<file path="config.mk">
export PLATFORM = sky130hd
export DESIGN_NAME = glitch_trigger_delay
export DESIGN_NICKNAME = d
export VERILOG_FILES = /design/src/rtl/glitch_pkg.sv /design/src/rtl/trig_sync.sv /design/src/rtl/glitch_trigger_delay.sv
export SDC_FILE = /design/constraint.sdc
export NUM_CORES = 1
export LEC_CHECK = 0
export BUFFER_PORTS_ARGS = -buffer_cell sky130_fd_sc_hd__buf_2
export CAP_MARGIN = 20
export CORE_UTILIZATION = 55
export DETAILED_ROUTE_END_ITERATION = 10
export PLACE_DENSITY = 0.94
export SYNTH_ARGS = -nofsm -noshare
export SYNTH_HDL_FRONTEND = slang
export SYNTH_SLANG_ARGS = --single-unit
export TNS_END_PERCENT = 30
</file>
<file path="constraint.sdc">
create_clock -name i_clk -period 5.9 [get_ports i_clk]
set_input_delay 1.475 -clock i_clk [delete_from_list [all_inputs] [get_ports i_clk]]
set_output_delay 1.475 -clock i_clk [all_outputs]
set_load 0.005 [all_outputs]
</file>
<file path="src/rtl/glitch_pkg.sv">
// glitch_pkg
//   Shared types and defaults for the glitch trigger/pulse path.
//   - state_t    : trigger-delay FSM states (also exported on the debug port)
//   - fire_req_t : fire request payload handed to the pulse generator
//   - DEFAULT_*  : default widths for delay values and pulse width field
package glitch_pkg;

    localparam int DEFAULT_DELAY_W = 32;
    localparam int DEFAULT_WIDTH_W = 16;

    typedef enum logic [2:0] {
        ST_IDLE    = 3'd0,
        ST_ARMED   = 3'd1,
        ST_DELAY   = 3'd2,
        ST_FIRE    = 3'd3,
        ST_HOLDOFF = 3'd4
    } state_t;

    typedef struct packed {
        logic [DEFAULT_WIDTH_W-1:0] width;
    } fire_req_t;

endpackage

</file>
<file path="src/rtl/trig_sync.sv">
// trig_sync
//   Brings the asynchronous target trigger into the clock domain and
//   produces a single-cycle, registered edge pulse of the selected polarity.
//   Ports:
//     i_clk, i_rst_n   : clock, asynchronous active-low reset
//     i_trig_in        : raw asynchronous trigger line
//     i_trig_rising    : 1 = rising edge, 0 = falling edge
//     o_trig_edge      : one-cycle pulse, high the cycle after edge
//                        k+SYNC_STAGES (k = first edge sampling the new level)
module trig_sync #(
    parameter int SYNC_STAGES = 2
) (
    input  logic i_clk,
    input  logic i_rst_n,
    input  logic i_trig_in,
    input  logic i_trig_rising,
    output logic o_trig_edge
);

    logic [SYNC_STAGES-1:0] r_sync;
    logic                   r_prev;
    logic                   r_edge;
    logic                   w_sync_out;
    logic                   w_edge;

    assign w_sync_out = r_sync[SYNC_STAGES-1];

    // Polarity is applied combinationally before the edge register, so a
    // change of i_trig_rising with a static line never produces a pulse.
    assign w_edge = i_trig_rising ? (w_sync_out & ~r_prev)
                                  : (~w_sync_out & r_prev);

    always_ff @(posedge i_clk or negedge i_rst_n) begin
        if (!i_rst_n) begin
            r_sync <= '0;
            r_prev <= 1'b0;
            r_edge <= 1'b0;
        end else begin
            r_sync <= {r_sync[SYNC_STAGES-2:0], i_trig_in};
            r_prev <= w_sync_out;
            r_edge <= w_edge;
        end
    end

    assign o_trig_edge = r_edge;

endmodule

</file>
<file path="src/rtl/glitch_trigger_delay.sv">
// glitch_trigger_delay
//   Waits a programmable delay after a synchronised trigger edge, then
//   issues one fire request to the pulse generator. After every accepted
//   shot the delay advances through a start/step/end sweep.
//   Handshake: o_fire_valid rises in FIRE and stays high, with o_fire_width
//   stable, until the cycle in which i_fire_ready is also high; the
//   transfer happens on that clock edge and valid drops on the same edge.
//   Ports:
//     i_clk, i_rst_n                 : clock, asynchronous active-low reset
//     i_trig_in, i_trig_rising       : raw trigger and edge polarity select
//     i_arm, i_abort, i_sweep_clr    : control strobes
//     i_delay_start/step/end         : sweep bounds (cycles)
//     i_glitch_width                 : requested pulse width (0 -> 1)
//     o_fire_valid, o_fire_width,
//     i_fire_ready                   : fire request handshake
//     o_armed, o_busy, o_state       : status / debug state
//     o_cur_delay, o_attempts,
//     o_sweep_done                   : sweep status
module glitch_trigger_delay
    import glitch_pkg::*;
#(
    parameter int DELAY_W     = DEFAULT_DELAY_W,
    parameter int WIDTH_W     = DEFAULT_WIDTH_W,
    parameter int SYNC_STAGES = 2,
    parameter int HOLDOFF     = 1000
) (
    input  logic               i_clk,
    input  logic               i_rst_n,
    input  logic               i_trig_in,
    input  logic               i_trig_rising,
    input  logic               i_arm,
    input  logic               i_abort,
    input  logic               i_sweep_clr,
    input  logic [DELAY_W-1:0] i_delay_start,
    input  logic [DELAY_W-1:0] i_delay_step,
    input  logic [DELAY_W-1:0] i_delay_end,
    input  logic [WIDTH_W-1:0] i_glitch_width,
    output logic               o_fire_valid,
    output logic [WIDTH_W-1:0] o_fire_width,
    input  logic               i_fire_ready,
    output logic               o_armed,
    output logic               o_busy,
    output logic [DELAY_W-1:0] o_cur_delay,
    output logic [15:0]        o_attempts,
    output logic               o_sweep_done,
    output state_t             o_state
);

    // The delay counter doubles as the holdoff counter; HOLDOFF must fit.
    localparam logic [DELAY_W-1:0] HOLDOFF_CNT = DELAY_W'(HOLDOFF);

    state_t             r_state;
    state_t             w_next_state;
    logic [DELAY_W-1:0] r_cnt;
    logic [DELAY_W-1:0] w_cnt_next;
    logic [WIDTH_W-1:0] r_fire_width;
    logic [DELAY_W-1:0] r_cur_delay;
    logic [15:0]        r_attempts;
    logic               r_sweep_done;

    logic               w_trig_edge;
    logic               w_accept;
    logic               w_arm_take;
    logic               w_clr_take;
    logic [DELAY_W:0]   w_sweep_sum;
    logic               w_sweep_wrap;
    logic [WIDTH_W-1:0] w_width_clamped;

    trig_sync #(
        .SYNC_STAGES (SYNC_STAGES)
    ) u_trig_sync (
        .i_clk         (i_clk),
        .i_rst_n       (i_rst_n),
        .i_trig_in     (i_trig_in),
        .i_trig_rising (i_trig_rising),
        .o_trig_edge   (w_trig_edge)
    );

    assign w_accept   = (r_state == ST_FIRE) && i_fire_ready;
    assign w_arm_take = (r_state == ST_IDLE) && i_arm;
    assign w_clr_take = (r_state == ST_IDLE) && i_sweep_clr;

    // One extra bit so a sum overflowing DELAY_W still compares as "past end".
    assign w_sweep_sum  = {1'b0, r_cur_delay} + {1'b0, i_delay_step};
    assign w_sweep_wrap = w_sweep_sum > {1'b0, i_delay_end};

    assign w_width_clamped = (i_glitch_width == '0) ? WIDTH_W'(1) : i_glitch_width;

    always_ff @(posedge i_clk or negedge i_rst_n) begin
        if (!i_rst_n) begin
            r_state <= ST_IDLE;
            r_cnt   <= '0;
        end else begin
            r_state <= w_next_state;
            r_cnt   <= w_cnt_next;
        end
    end

    always_comb begin
        w_next_state = r_state;
        w_cnt_next   = r_cnt;
        case (r_state)
            ST_IDLE: begin
                if (i_arm) begin
                    w_next_state = ST_ARMED;
                end
            end
            ST_ARMED: begin
                // Abort takes priority over a coincident trigger edge.
                if (i_abort) begin
                    w_next_state = ST_IDLE;
                end else if (w_trig_edge) begin
                    w_next_state = ST_DELAY;
                    w_cnt_next   = r_cur_delay;
                end
            end
            ST_DELAY: begin
                if (i_abort) begin
                    w_next_state = ST_IDLE;
                end else if (r_cnt == '0) begin
                    w_next_state = ST_FIRE;
                end else begin
                    w_cnt_next = r_cnt - 1'b1;
                end
            end
            ST_FIRE: begin
                // No abort here: a raised request is never withdrawn.
                if (i_fire_ready) begin
                    w_next_state = ST_HOLDOFF;
                    w_cnt_next   = HOLDOFF_CNT;
                end
            end
            ST_HOLDOFF: begin
                if (i_abort || (r_cnt == '0)) begin
                    w_next_state = ST_IDLE;
                end else begin
                    w_cnt_next = r_cnt - 1'b1;
                end
            end
            default: begin
                w_next_state = ST_IDLE;
            end
        endcase
    end

    always_ff @(posedge i_clk or negedge i_rst_n) begin
        if (!i_rst_n) begin
            r_fire_width <= '0;
            r_cur_delay  <= '0;
            r_attempts   <= '0;
            r_sweep_done <= 1'b0;
        end else begin
            if (w_arm_take) begin
                r_fire_width <= w_width_clamped;
            end
            if (w_clr_take) begin
                r_cur_delay  <= i_delay_start;
                r_attempts   <= '0;
                r_sweep_done <= 1'b0;
            end else if (w_accept) begin
                r_attempts <= r_attempts + 16'd1;
                if (w_sweep_wrap) begin
                    r_cur_delay  <= i_delay_start;
                    r_sweep_done <= 1'b1;
                end else begin
                    r_cur_delay <= w_sweep_sum[DELAY_W-1:0];
                end
            end
        end
    end

    assign o_fire_valid = (r_state == ST_FIRE);
    assign o_fire_width = r_fire_width;
    assign o_armed      = (r_state == ST_ARMED) || (r_state == ST_DELAY);
    assign o_busy       = (r_state != ST_IDLE);
    assign o_cur_delay  = r_cur_delay;
    assign o_attempts   = r_attempts;
    assign o_sweep_done = r_sweep_done;
    assign o_state      = r_state;

endmodule
</file>
==> results.md <==
* Setup Skew at 0.00782 ns
* Unrepaired setup endpoints after global routing: no
* Std cell rows at 43
* Initial antenna violation count at 1
* Drt drc at 0
* Max FO, Critical Path at 18
* Final min period at 5.66 ns
* Tot Pwr at 5.96 mW
* Layout cells sized above 1 at 0.223
* Async S/R FF share, synth at 1.00
* Crit. End Element: register
* DP Worst Slack at -0.112 ns
* CTS buffer count at 9
* Synth-to-layout area growth at 17.5%
* Detailed Place HPWL at 18900 µm
* Core region area at 14000 µm²
* Element type at the critical path start: primary input
* Worst IR Drop VDD at 354 µV
* Synthesized area at 8020 µm²
* Hold crit path type: register to register
* Drt first pass iters at 5
* R2R Setup Slk at 0.96 ns
* First-pass GRT wire length at 38500 µm
* Leak at 4.46 nW
* Clk root buf: clkbuf_16
* Wire length per cell at 18.4 µm
* Antenna-violating nets left at 0
* Final count of negative-setup-slack endpoints at 0
* Drt via density at 6.30
* Gate Count Post-Synth at 981
* Hold Vio Cnt, Final at 0
* Area leader, netlist: dfrtp_1
* Syn Nets at 1168
* Pwr dens at 633 nW/µm²
* Final Non-Filler Cells at 1336
* Slew @ Worst Pin at 1.03 ns
* Final period util at 0.959
* DIE WIDTH at 123 µm
* Routability congestion estimate at 1.02
* Post-synthesis sequential area ratio at 0.324
* Worst-path clk slew at 0.08 ns
* Mapped Avg Cell Area at 8.18 µm²
* Clock buffer depth at 2
* Vias at 8417
* Yosys warning count at 0
* Synth area leaders: dfrtp_1, ha_1, nor2_1
* Max Freq at 177 MHz
* Count of final max-slew check failures at 0
* Predominant post-synthesis flop cell: dfrtp_1
* CTS tree: done
* Final WL at 24600 µm
* Clock Sinks at 104
* Max-cap violations at 0
* Total GRT Usage at 0.329
* Post-route worst setup slack at 0.243 ns
* Placed cells at 1319
* Final worst hold slack at 0.354 ns
* Data required time of the worst path at 6.15 ns
* Most frequent cells in the layout: buf_2, dfrtp_1, nor2_1, a21oi_1, nand2_1
* # IOs at 191
* CP Class: primary input to register
* Critical path data arrival time at 5.90 ns
* DIE AREA at 15100 µm²
* Initial Utilization at 0.571
* Vias in the first global route at 7750
* Clk_lat worst skew at 0.35 ns
* Grt ovf at 0
* Synth cell types at 70
* Status: finished clean
* Final layout net count at 1337
* Post-synth top area share at 0.324
* IO buf count at 190
* Most common cell after layout, fill and taps aside: buf_2
* Max_slew headroom at 0.314
* Iter 0 DRT Violations at 987
* Buffer count from post-CTS setup fixing at 0
* Yosys reg bits at 104
* Die Ht at 123 µm
* H-Tree Depth at 3
* EDFF count, synth at 0
* Largest net degree at the start of global routing at 63
==> flip-flops by register name, summed over array words and instances (netlist names) <==
register                 count
o_state                      3
o_attempts                  16
u_trig_sync.r_prev           1
u_trig_sync.r_sync           2
r_cnt                       32
u_trig_sync.o_trig_edge      1
o_sweep_done                 1
o_cur_delay                 32
o_fire_width                16
==> logic make-up (layout without fill, tap and decap cells) <==
kind of cell	after synthesis	in the layout	synth area share
other cells	0	1	0
xor+xnor	37	37	0.0404
fa+ha+maj	67	67	0.105
simple gates	321	321	0.193
compound gates	335	335	0.263
buf+inv	102	276	0.0530
mux	15	15	0.0211
flops	104	104	0.324
==> cell usage after synthesis (all sizes together) (21+ instances only) <==
| library cell | instances |
|---|---|
| dfrtp | 104 |
| nand3 | 40 |
| xor2 | 21 |
| a31oi | 35 |
| a21oi | 76 |
| nand2 | 70 |
| o21ai | 106 |
| nor2 | 101 |
| inv | 53 |
| o211ai | 21 |
| clkbuf | 37 |
| nor3 | 33 |
| ha | 66 |
==> final timing paths <==
path	to	start	depth (start not counted)
setup / recovery	o_cur_delay[14]	i_delay_step[12]	19
hold / removal	u_trig_sync.r_sync[1]	u_trig_sync.r_sync[0]	0
setup reg to reg	o_cur_delay[14]	o_cur_delay[12]	18
hold reg to reg	u_trig_sync.r_sync[1]	u_trig_sync.r_sync[0]	0
max in group asynchronous	o_cur_delay[16]	i_rst_n	2
min in group asynchronous	o_fire_width[8]	i_rst_n	1
==> power breakdown <==
part	internal [mW]	switching (mW)
sequential	1.01	0.375
combinational	1.60	2.40
clock	0.294	0.282
total	2.91	3.06
==> per-stage QoR <==
stage | utilization | TNS [ns] | instance area [µm²]
4_1_cts | 0.670 | 0 | 9410
2_1_floorplan | - | 0 | 8020
5_1_grt | 0.671 | 0 | 9430
3_3_place_gp | 0.650 | 0 | 9130
6_report | 0.671 | 0 | 9430
3_5_place_dp | 0.650 | -1.52 | 9130
==> critical path, cell delays in order <==
cell	delay [ns]
buf_2	0.11
ha_1	0.38
a21oi_1	0.10
o21a_1	0.25
a211o_1	0.31
a211oi_1	0.45
o31a_1	0.26
a31oi_1	0.11
xor2_1	0.21
inv_1	0.11
ha_1	0.21
nor3_1	0.27
a21boi_0	0.27
a31oi_1	0.12
nor4_2	0.43
o211a_1	0.29
buf_12	0.18
a21oi_1	0.08
o31ai_1	0.29
==> cell type report <==
cell class                      count  area [µm²]
Antenna cell                        1        2.50
Clock buffer                       10         229
Clock inverter                      6        51.3
Fill cell                        1087        4620
Inverter                           53         199
Multi-Input combinational cell    775        5020
Sequential cell                   104        2600
Tap cell                          180         225
Timing Repair Buffer              207        1090
==> metal layers <==
metal,share of wire,track usage
met2,0.48,0.541
met1,0.40,0.429
met5,0,0
met3,0.089,0.0530
met4,0.034,0.136
==> repair_timing <==
action	4_1_cts	5_1_grt
hold buffers	0	0
resized for setup	0	3
setup endpoints to repair	0	32
No activity file was read; power rests on OpenSTA's default activity.
